--- src/rtl/meas_lut_pkg.sv ---
// rtl/meas_lut_pkg.sv - shared types and defaults for the measurement-LUT distributor
//
// Purpose: per-core handshake state encoding and the default core count used by
// meas_lut_dist and meas_lut_dist_chan.
// Ports: none (package).
package meas_lut_pkg;

    localparam int N_CORES_DEF = 5;

    typedef enum logic [1:0] {
        DIST_IDLE = 2'd0,
        DIST_WAIT = 2'd1,
        DIST_DONE = 2'd2
    } dist_state_t;

endpackage

--- src/rtl/meas_lut_dist_chan.sv ---
// rtl/meas_lut_dist_chan.sv - one core's slice of the measurement-LUT distributor
//
// Purpose: holds the most recent LUT bit for one core, tracks whether it has been
// consumed, answers the core's fproc req/ready handshake and counts results that
// were overwritten before being consumed.
// Optional feature: MEAS_LUT_DIST_TIMEOUT_EN adds a WAIT-state timeout that
// completes the handshake with err=1.
// Ports:
//   clk, reset   clock, synchronous active-high reset
//   lut_bit      this core's bit of the LUT word
//   lut_ready    1-cycle strobe qualifying lut_bit
//   req          core request level, held until ready
//   data         result bit, valid (else 0) while ready=1
//   ready        1-cycle completion strobe
//   err          timeout flag, qualifies ready
//   ovf_count    saturating count of unconsumed results overwritten
module meas_lut_dist_chan
    import meas_lut_pkg::*;
#(
    parameter int OVF_W     = 16,
    parameter int TIMEOUT_W = 16
) (
    input  logic             clk,
    input  logic             reset,
    input  logic             lut_bit,
    input  logic             lut_ready,
    input  logic             req,
    output logic             data,
    output logic             ready,
    output logic             err,
    output logic [OVF_W-1:0] ovf_count
);

    localparam logic [OVF_W-1:0] OVF_MAX = {OVF_W{1'b1}};

    dist_state_t      state_q, state_d;
    logic             held_q, held_d;
    logic             fresh_q, fresh_d;
    logic             data_q, data_d;
    logic             err_q, err_d;
    logic [OVF_W-1:0] ovf_q, ovf_d;
    logic             consume;
    logic             timeout_hit;

`ifdef MEAS_LUT_DIST_TIMEOUT_EN
    // Counter holds the number of WAIT cycles already completed; the cycle in
    // which it reads all-ones-minus-one is the (2**TIMEOUT_W-1)th WAIT cycle.
    localparam logic [TIMEOUT_W-1:0] TMO_LAST = ~(TIMEOUT_W)'(1);
    logic [TIMEOUT_W-1:0] tmo_q, tmo_d;

    always_comb begin
        tmo_d       = '0;
        timeout_hit = 1'b0;
        if (state_q == DIST_WAIT) begin
            timeout_hit = (tmo_q == TMO_LAST);
            tmo_d       = tmo_q + 1'b1;
        end
    end

    always_ff @(posedge clk) begin
        if (reset || state_d != DIST_WAIT) begin
            tmo_q <= '0;
        end else begin
            tmo_q <= tmo_d;
        end
    end
`else
    assign timeout_hit = 1'b0;
`endif

    always_comb begin
        state_d = state_q;
        held_d  = held_q;
        fresh_d = fresh_q;
        data_d  = data_q;
        err_d   = err_q;
        ovf_d   = ovf_q;
        consume = 1'b0;

        case (state_q)
            DIST_IDLE: begin
                data_d = 1'b0;
                err_d  = 1'b0;
                if (req) begin
                    if (fresh_q || lut_ready) begin
                        // A same-cycle strobe supersedes the held bit.
                        state_d = DIST_DONE;
                        data_d  = lut_ready ? lut_bit : held_q;
                        consume = 1'b1;
                    end else begin
                        state_d = DIST_WAIT;
                    end
                end
            end
            DIST_WAIT: begin
                if (!req) begin
                    state_d = DIST_IDLE;
                end else if (lut_ready) begin
                    // Checked ahead of the timeout so a late result still wins.
                    state_d = DIST_DONE;
                    data_d  = lut_bit;
                    consume = 1'b1;
                end else if (timeout_hit) begin
                    state_d = DIST_DONE;
                    data_d  = 1'b0;
                    err_d   = 1'b1;
                end
            end
            DIST_DONE: begin
                state_d = DIST_IDLE;
            end
            default: begin
                state_d = DIST_IDLE;
            end
        endcase

        if (lut_ready) begin
            held_d = lut_bit;
            if (consume) begin
                fresh_d = 1'b0;
            end else begin
                fresh_d = 1'b1;
                if (fresh_q && ovf_q != OVF_MAX) begin
                    ovf_d = ovf_q + 1'b1;
                end
            end
        end else if (consume) begin
            fresh_d = 1'b0;
        end
    end

    always_ff @(posedge clk) begin
        if (reset) begin
            state_q <= DIST_IDLE;
            held_q  <= 1'b0;
            fresh_q <= 1'b0;
            data_q  <= 1'b0;
            err_q   <= 1'b0;
            ovf_q   <= '0;
        end else begin
            state_q <= state_d;
            held_q  <= held_d;
            fresh_q <= fresh_d;
            data_q  <= data_d;
            err_q   <= err_d;
            ovf_q   <= ovf_d;
        end
    end

    assign ready     = (state_q == DIST_DONE);
    assign data      = ready & data_q;
    assign err       = ready & err_q;
    assign ovf_count = ovf_q;

endmodule

--- src/rtl/meas_lut_dist.sv ---
// rtl/meas_lut_dist.sv - measurement-LUT result distributor for N_CORES fproc ports
//
// Purpose: buffers each bit of the registered LUT word per core and answers every
// core's fproc request with a req/ready handshake, one independent channel per core.
// Optional feature: MEAS_LUT_DIST_TIMEOUT_EN enables per-core WAIT timeouts
// (core_err); without it core_err is tied 0.
// Ports:
//   clk, reset   clock, synchronous active-high reset
//   lut_out      LUT word, bit i for core i, sampled when lut_ready=1
//   lut_ready    1-cycle strobe qualifying lut_out
//   core_req     per-core request level
//   core_data    per-core result bit, 0 unless core_ready
//   core_ready   per-core 1-cycle completion strobe
//   core_err     per-core timeout flag qualifying core_ready
//   ovf_count    per-core overwrite counters, core i at [i*OVF_W +: OVF_W]
module meas_lut_dist
    import meas_lut_pkg::*;
#(
    parameter int N_CORES   = N_CORES_DEF,
    parameter int OVF_W     = 16,
    parameter int TIMEOUT_W = 16
) (
    input  logic                     clk,
    input  logic                     reset,
    input  logic [N_CORES-1:0]       lut_out,
    input  logic                     lut_ready,
    input  logic [N_CORES-1:0]       core_req,
    output logic [N_CORES-1:0]       core_data,
    output logic [N_CORES-1:0]       core_ready,
    output logic [N_CORES-1:0]       core_err,
    output logic [N_CORES*OVF_W-1:0] ovf_count
);

    for (genvar i = 0; i < N_CORES; i++) begin : g_chan
        meas_lut_dist_chan #(
            .OVF_W     (OVF_W),
            .TIMEOUT_W (TIMEOUT_W)
        ) u_chan (
            .clk       (clk),
            .reset     (reset),
            .lut_bit   (lut_out[i]),
            .lut_ready (lut_ready),
            .req       (core_req[i]),
            .data      (core_data[i]),
            .ready     (core_ready[i]),
            .err       (core_err[i]),
            .ovf_count (ovf_count[i*OVF_W +: OVF_W])
        );
    end

endmodule

--- config.mk ---
export PLATFORM = sky130hd
export DESIGN_NAME = meas_lut_dist
export DESIGN_NICKNAME = d
export VERILOG_FILES = /design/src/rtl/meas_lut_pkg.sv /design/src/rtl/meas_lut_dist_chan.sv /design/src/rtl/meas_lut_dist.sv
export SDC_FILE = /design/constraint.sdc
export NUM_CORES = 1
export LEC_CHECK = 0
export CORE_MARGIN = 2
export CORE_UTILIZATION = 52
export DETAILED_ROUTE_END_ITERATION = 8
export PLACE_DENSITY = 0.84
export SLEW_MARGIN = 30
export SYNTH_ARGS = -nofsm -noshare
export SYNTH_HDL_FRONTEND = slang
export SYNTH_SLANG_ARGS = --single-unit
--- constraint.sdc ---
create_clock -name clk -period 2.6 [get_ports clk]
set_input_delay 0.52 -clock clk [delete_from_list [all_inputs] [get_ports clk]]
set_output_delay 0.52 -clock clk [all_outputs]
set_load 0.02 [all_outputs]
* Word level (Yosys, flattened, before mapping) *
Index checks and enable logic that the tools add are counted.
W data, S select, Z words.

word-level totals
  register bits = 105
  bits of input ports = 13
  output and inout bits = 95
  word-level logic and storage cells = 202

cells by class
  $add $sub $neg = 5
  equality and inequality tests = 35
  muxes and demuxes = 87
  bitwise gates (word level) = 10
  reduce and logical (&&, ||, !) cells = 40

operator list
  cell                     number
  $add A16 B1 Y16 const B  5
  $ne A16 B16 Y1 const B   5
  $mux W1                  56
  $mux W2                  16
  $ne A2 B2 Y1 const B     15
  $reduce_and A3 Y1        10
  $pmux W1 S2              10
  $pmux W2 S2              5
  $reduce_bool A2 Y1       10
  $ne A3 B3 Y1 const B     5
  $eq A2 B1 Y1 const B     5
  $eq A2 B2 Y1 const B     5
  $logic_not A2 Y1         5
  $reduce_and A2 Y1        5
  $and A1 B1 Y1            5
  $logic_and A1 B1 Y1      5
  $logic_or A1 B1 Y1       5
  $not A1 Y1               5

* Logic depth before layout (Yosys ltp) *
  depth after elaboration = 6
  depth in mapped cells = 7
  depth with buffers taken out = 5

* Modules after synthesis *
A second synthesis with hierarchy kept.

unflattened totals
  cell total of the unflattened synthesis = 665
  area, all modules = 5,799.3 um^2

by module, submodules not included
  module              instances  cells each  area each (um^2)  sequential area each (um^2)
  meas_lut_dist_chan  5          133         1,159.9           420.4

* Worst setup path after synthesis *
Ideal clock, no wire load.

  path type = register -> register
  start point = reg g_chan[2].u_chan.ovf_q[0]
  end point = reg g_chan[2].u_chan.ovf_q[8]
  setup time = 0.121 ns
  data arrival time = 1.927 ns
  required time = 2.479 ns
  path slack = 0.552 ns
  cell stages (with the launch flop) = 7
  buffers on the path = 1
  clock period less this slack = 2.048 ns
  cell sequence = dfxtp_1 -> ha_1 -> inv_1 -> or3_1 -> buf_2 -> nor4b_1 -> mux2_2

between the ends
  word-level cells in the longest chain between the ends = 3
  elaborated cells between the ends (all ways) = 4
  classes of those cells = add/sub (1); eq/ne (1); reduce/logical (2)

RTL lines
  item                                                                     line                       text
  start, declared                                                          meas_lut_dist_chan.sv:41   logic [OVF_W-1:0] ovf_q, ovf_d;
  start signal, assigned                                                   meas_lut_dist_chan.sv:146  ovf_q <= ovf_d;
  parallel branches: the longest is 3 deep, another holds $add A16 B1 Y16  --

Several ways; the timed one is not identified.
A chain may end at the register's enable or synchronous reset.

* Worst setup path after layout *
  start point = in lut_ready
  end point = reg g_chan[3].u_chan.ovf_q[7]

between the ends
  word-level cells in the longest chain between the ends = 6
  elaborated cells between the ends (all ways) = 8
  classes of those cells = mux (5); bitwise (1); reduce/logical (2)

RTL lines
  item                           line                       text
  start, declared                meas_lut_dist.sv:26        input logic lut_ready,
  $logic_or A1 B1 Y1             meas_lut_dist_chan.sv:85   if (fresh_q || lut_ready) begin
  $mux W1                        meas_lut_dist_chan.sv:85
  $mux W1                        meas_lut_dist_chan.sv:84   if (req) begin
  $pmux W1 S2                    meas_lut_dist_chan.sv:80   case (state_q)
  $not A1 Y1 (no line)           --
  $reduce_and A3 Y1 (no line) *  --
  end signal, assigned           meas_lut_dist_chan.sv:146
  end, declared                  meas_lut_dist_chan.sv:41

Mark *: on every way between the ends. The rest lies on a longest branch, timed or not.

==> flow_summary.ini <==
[run_status]
outcome = finished, final reports clean

[worst_setup_path]
cp-endpoint = g_chan[3].u_chan.ovf_count[7]
crit_fanout = 21
crit_path_start_kind = primary input
r2r-start = g_chan[3].u_chan.ovf_count[0]
end_kind = flop
r2r_slack_ps = 470
startpoint = lut_ready
critPathRequiredTime_ps = 2860
crit_arrival_ps = 2560
rr_worst_depth = 5
critPathKind = in -> reg
worst_r2r_endpoint = g_chan[3].u_chan.ovf_count[7]

[floorplan]
core-area_um2 = 10370
die_area_um2 = 11600
num_rows = 37
start_util_pct = 53.92
fp.dieH_um = 107.7
top_level_ports = 108
die-width_um = 107.7

[timing]
finalCriticalPeriod_ps = 2300
fin_worst_skew_ps = 11.29
period_share_pct = 88.46
hold_ws_ps = 473.3
slew_violations = 0
hold_viol_final = 0
worstMarginPinSlew_ps = 671.5
max_slew_margin_pct = 54.07
max_clock_freq_ghz = 0.4348
setup_viol = 0
setup_tns_ps = 0
rsz0062_at_grt = no

[clock_tree]
h-tree-depth = 3
post_cts_buffers = 0
cts_tree = yes
cts_buffer_depth = 2
hold_buffers = 0
cts_root_buf = clkbuf_8
cts_resized = 0
path_clk_slew_ps = 100
clock_latency_ps = 370
cts_buffers = 9
cts_sinks = 105

[detailed_routing]
routed_wl_mm = 14.07
drcViolationCount = 0
vias = 5463
post_drt_wl_per_cell_um = 15.41
dr.pass1.iters = 5
ant_nets = 0
detail_route.vias_per_cell = 5.984
drt_iter0_drc = 242

[logic_synthesis]
synth_async_sr_flop_share_pct = 0
synth_compound_area_share_pct = 15.17
yosys_warnings = 0
synth-seq-cells = 105
netlist_instances = 681
synth_mux_area_share_pct = 7.317
synth_ff_type = dfxtp_1
synth_seq_area_share_pct = 37.59
syn_area_um2 = 5592
synth-simple-area-share_pct = 33.52
synth_edf_count = 0
avgSynthCellArea_um2 = 8.211
synth_top_family_by_area = simple AND/OR/NAND/NOR gates
yosysUniqueCellTypes = 55
synth-xor-area-share_pct = 0
synth_adder_area_share_pct = 1.119

[finish]
area_growth_syn_to_layout_pct = 24.52
fillers = 853
nNetsFinal = 790
final_util_pct = 67.15
multiInputGateArea_um2 = 3213
final_layout_size_suffix_gt1_share_pct = 9.524
diodes = 0
regArea_um2 = 2102

[global_routing]
grt_pass1_wl_mm = 23.41
antenna_found_initial = 0
grt_pass1_vias = 5067
grt_max_degree = 51
overflow = 0
groute.usage.overall_pct = 24.42

[pwr]
power_frac_clock_pct = 38.8
combPwrFrac_pct = 7.0
power.leakage_nw = 2.337
p_seq_share_pct = 54.3
p_total_mw = 3.041
p_per_area_nw_per_um2 = 436.8
power.switching_mw = 0.7037
peakVddDrop_mv = 0.2854
intPower_mw = 2.338
swShare_pct = 23.14

[flow_run]
cap_violations = 0

[place]
gp_congestion = 0.8843
io_buffers = 102
dpl.hpwl_mm = 9.915

[hold_path]
min_path_type = reg -> reg
## worst max-delay path: stages
cell,delay [ps]
clkdlybuf4s50_1,510
buf_12,160
and2_1,190
nand2_1,110
a2111oi_0,640
mux2_2,420
## cell usage in the layout (no fill, tap or decap), types with 12 or more instances in the layout
master	netlist	final
dfxtp_1	105	105
clkdlybuf4s50_1	0	101
nor2_1	59	59
a21oi_1	57	57
nand2_1	56	56
nor2b_1	40	40
nor3_1	33	33
mux2_2	31	31
nand3_1	28	28
nor4_1	19	19
buf_4	15	17
a211oi_1	16	16
o21ai_0	16	16
or3_1	15	15
nand4_1	15	15
or4_1	15	15
inv_1	14	14
o31ai_1	14	14
clkbuf_8	0	12
## power by group through the flow
stage,combinational (mW),clock [mW],sequential [mW]
after detailed placement,0.210,0,1.69
final,0.212,1.18,1.65
after global placement,0.203,0,1.69
after floorplan,0.138,0,1.69
after CTS,0.211,1.20,1.65
after global routing,0.233,1.27,1.66
## per-layer routing
metal | global-route usage [%] | routed length [um] | vias up
met5 | 0 | 0 | -
met4 | 7.875 | 153 | 0
met3 | 5.206 | 785 | 16
met2 | 40.12 | 6864 | 183
met1 | 31.92 | 6263 | 2587
li1 | - | - | 2677
## through the flow
step / worst slack, ps / cells / area, um2
2_1_floorplan: 552.0 / 685 / 5607
3_3_place_gp: 37.13 / 897 / 6724
3_5_place_dp: -24.79 / 897 / 6724
4_1_cts: 293.1 / 913 / 6963
5_1_grt: 198.9 / 913 / 6963
6_report: 300.1 / 913 / 6963
## synth_stat cells (3+ instances only)
cell	number	area, um2
nand4_1	15	93.84
inv_1	14	52.55
or4_1	15	112.6
buf_4	15	112.6
a41oi_1	5	43.79
a211oi_1	16	120.1
nand3_1	28	140.1
and3_1	7	43.79
clkbuf_1	19	71.32
nand2b_1	9	56.30
or3_1	15	93.84
mux2i_1	6	60.06
and2_1	8	50.05
a21boi_0	4	30.03
o21ai_0	16	80.08
buf_2	7	35.03
dfxtp_1	105	2102
nor4b_1	6	52.55
ha_1	5	62.56
mux2_2	31	349.1
a21oi_1	57	285.3
a31oi_1	5	31.28
nor3_1	33	165.2
and4_1	10	87.58
o31ai_1	14	105.1
o41ai_1	4	35.03
nand2_1	56	210.2
o311ai_0	3	26.28
nor2b_1	40	250.2
nor2_1	59	221.5
nor4_1	19	118.9
## registers in the layout, indices dropped and copies added (netlist names)
name	cells
g_chan.u_chan.fresh_q	5
g_chan.u_chan.state_q	10
g_chan.u_chan.data_q	5
g_chan.u_chan.held_q	5
g_chan.u_chan.ovf_count	80
## worst min path at each step
stage	start	endpoint	slack, ps	cells past startpoint
floorplan	g_chan[0].u_chan.data_q	g_chan[0].u_chan.data_q	440	2
detailed placement	g_chan[1].u_chan.held_q	g_chan[1].u_chan.held_q	460	2
CTS	g_chan[1].u_chan.held_q	g_chan[1].u_chan.held_q	480	2
global route	g_chan[1].u_chan.held_q	g_chan[1].u_chan.held_q	500	2
global placement	g_chan[0].u_chan.data_q	g_chan[0].u_chan.data_q	450	2
finish	g_chan[0].u_chan.data_q	g_chan[0].u_chan.data_q	470	2
## cell families after synthesis
logic type,Yosys count
and+or+nand+nor,338
AOI/OAI and AO/OA,135
DFF,105
buffers and inverters,60
muxes,37
adders and majority gates,5
other,1
## layout make-up
cell class / instances / area share [%]
clock inverters: 4 / 1.060
repair buffers: 120 / 16.93
clock buffers: 12 / 2.372
multi-input cells: 520 / 46.15
well taps: 136 / 2.444
flip-flops and latches: 105 / 30.19
inverters: 16 / 0.8625
(Power assumes the default switching activity.)
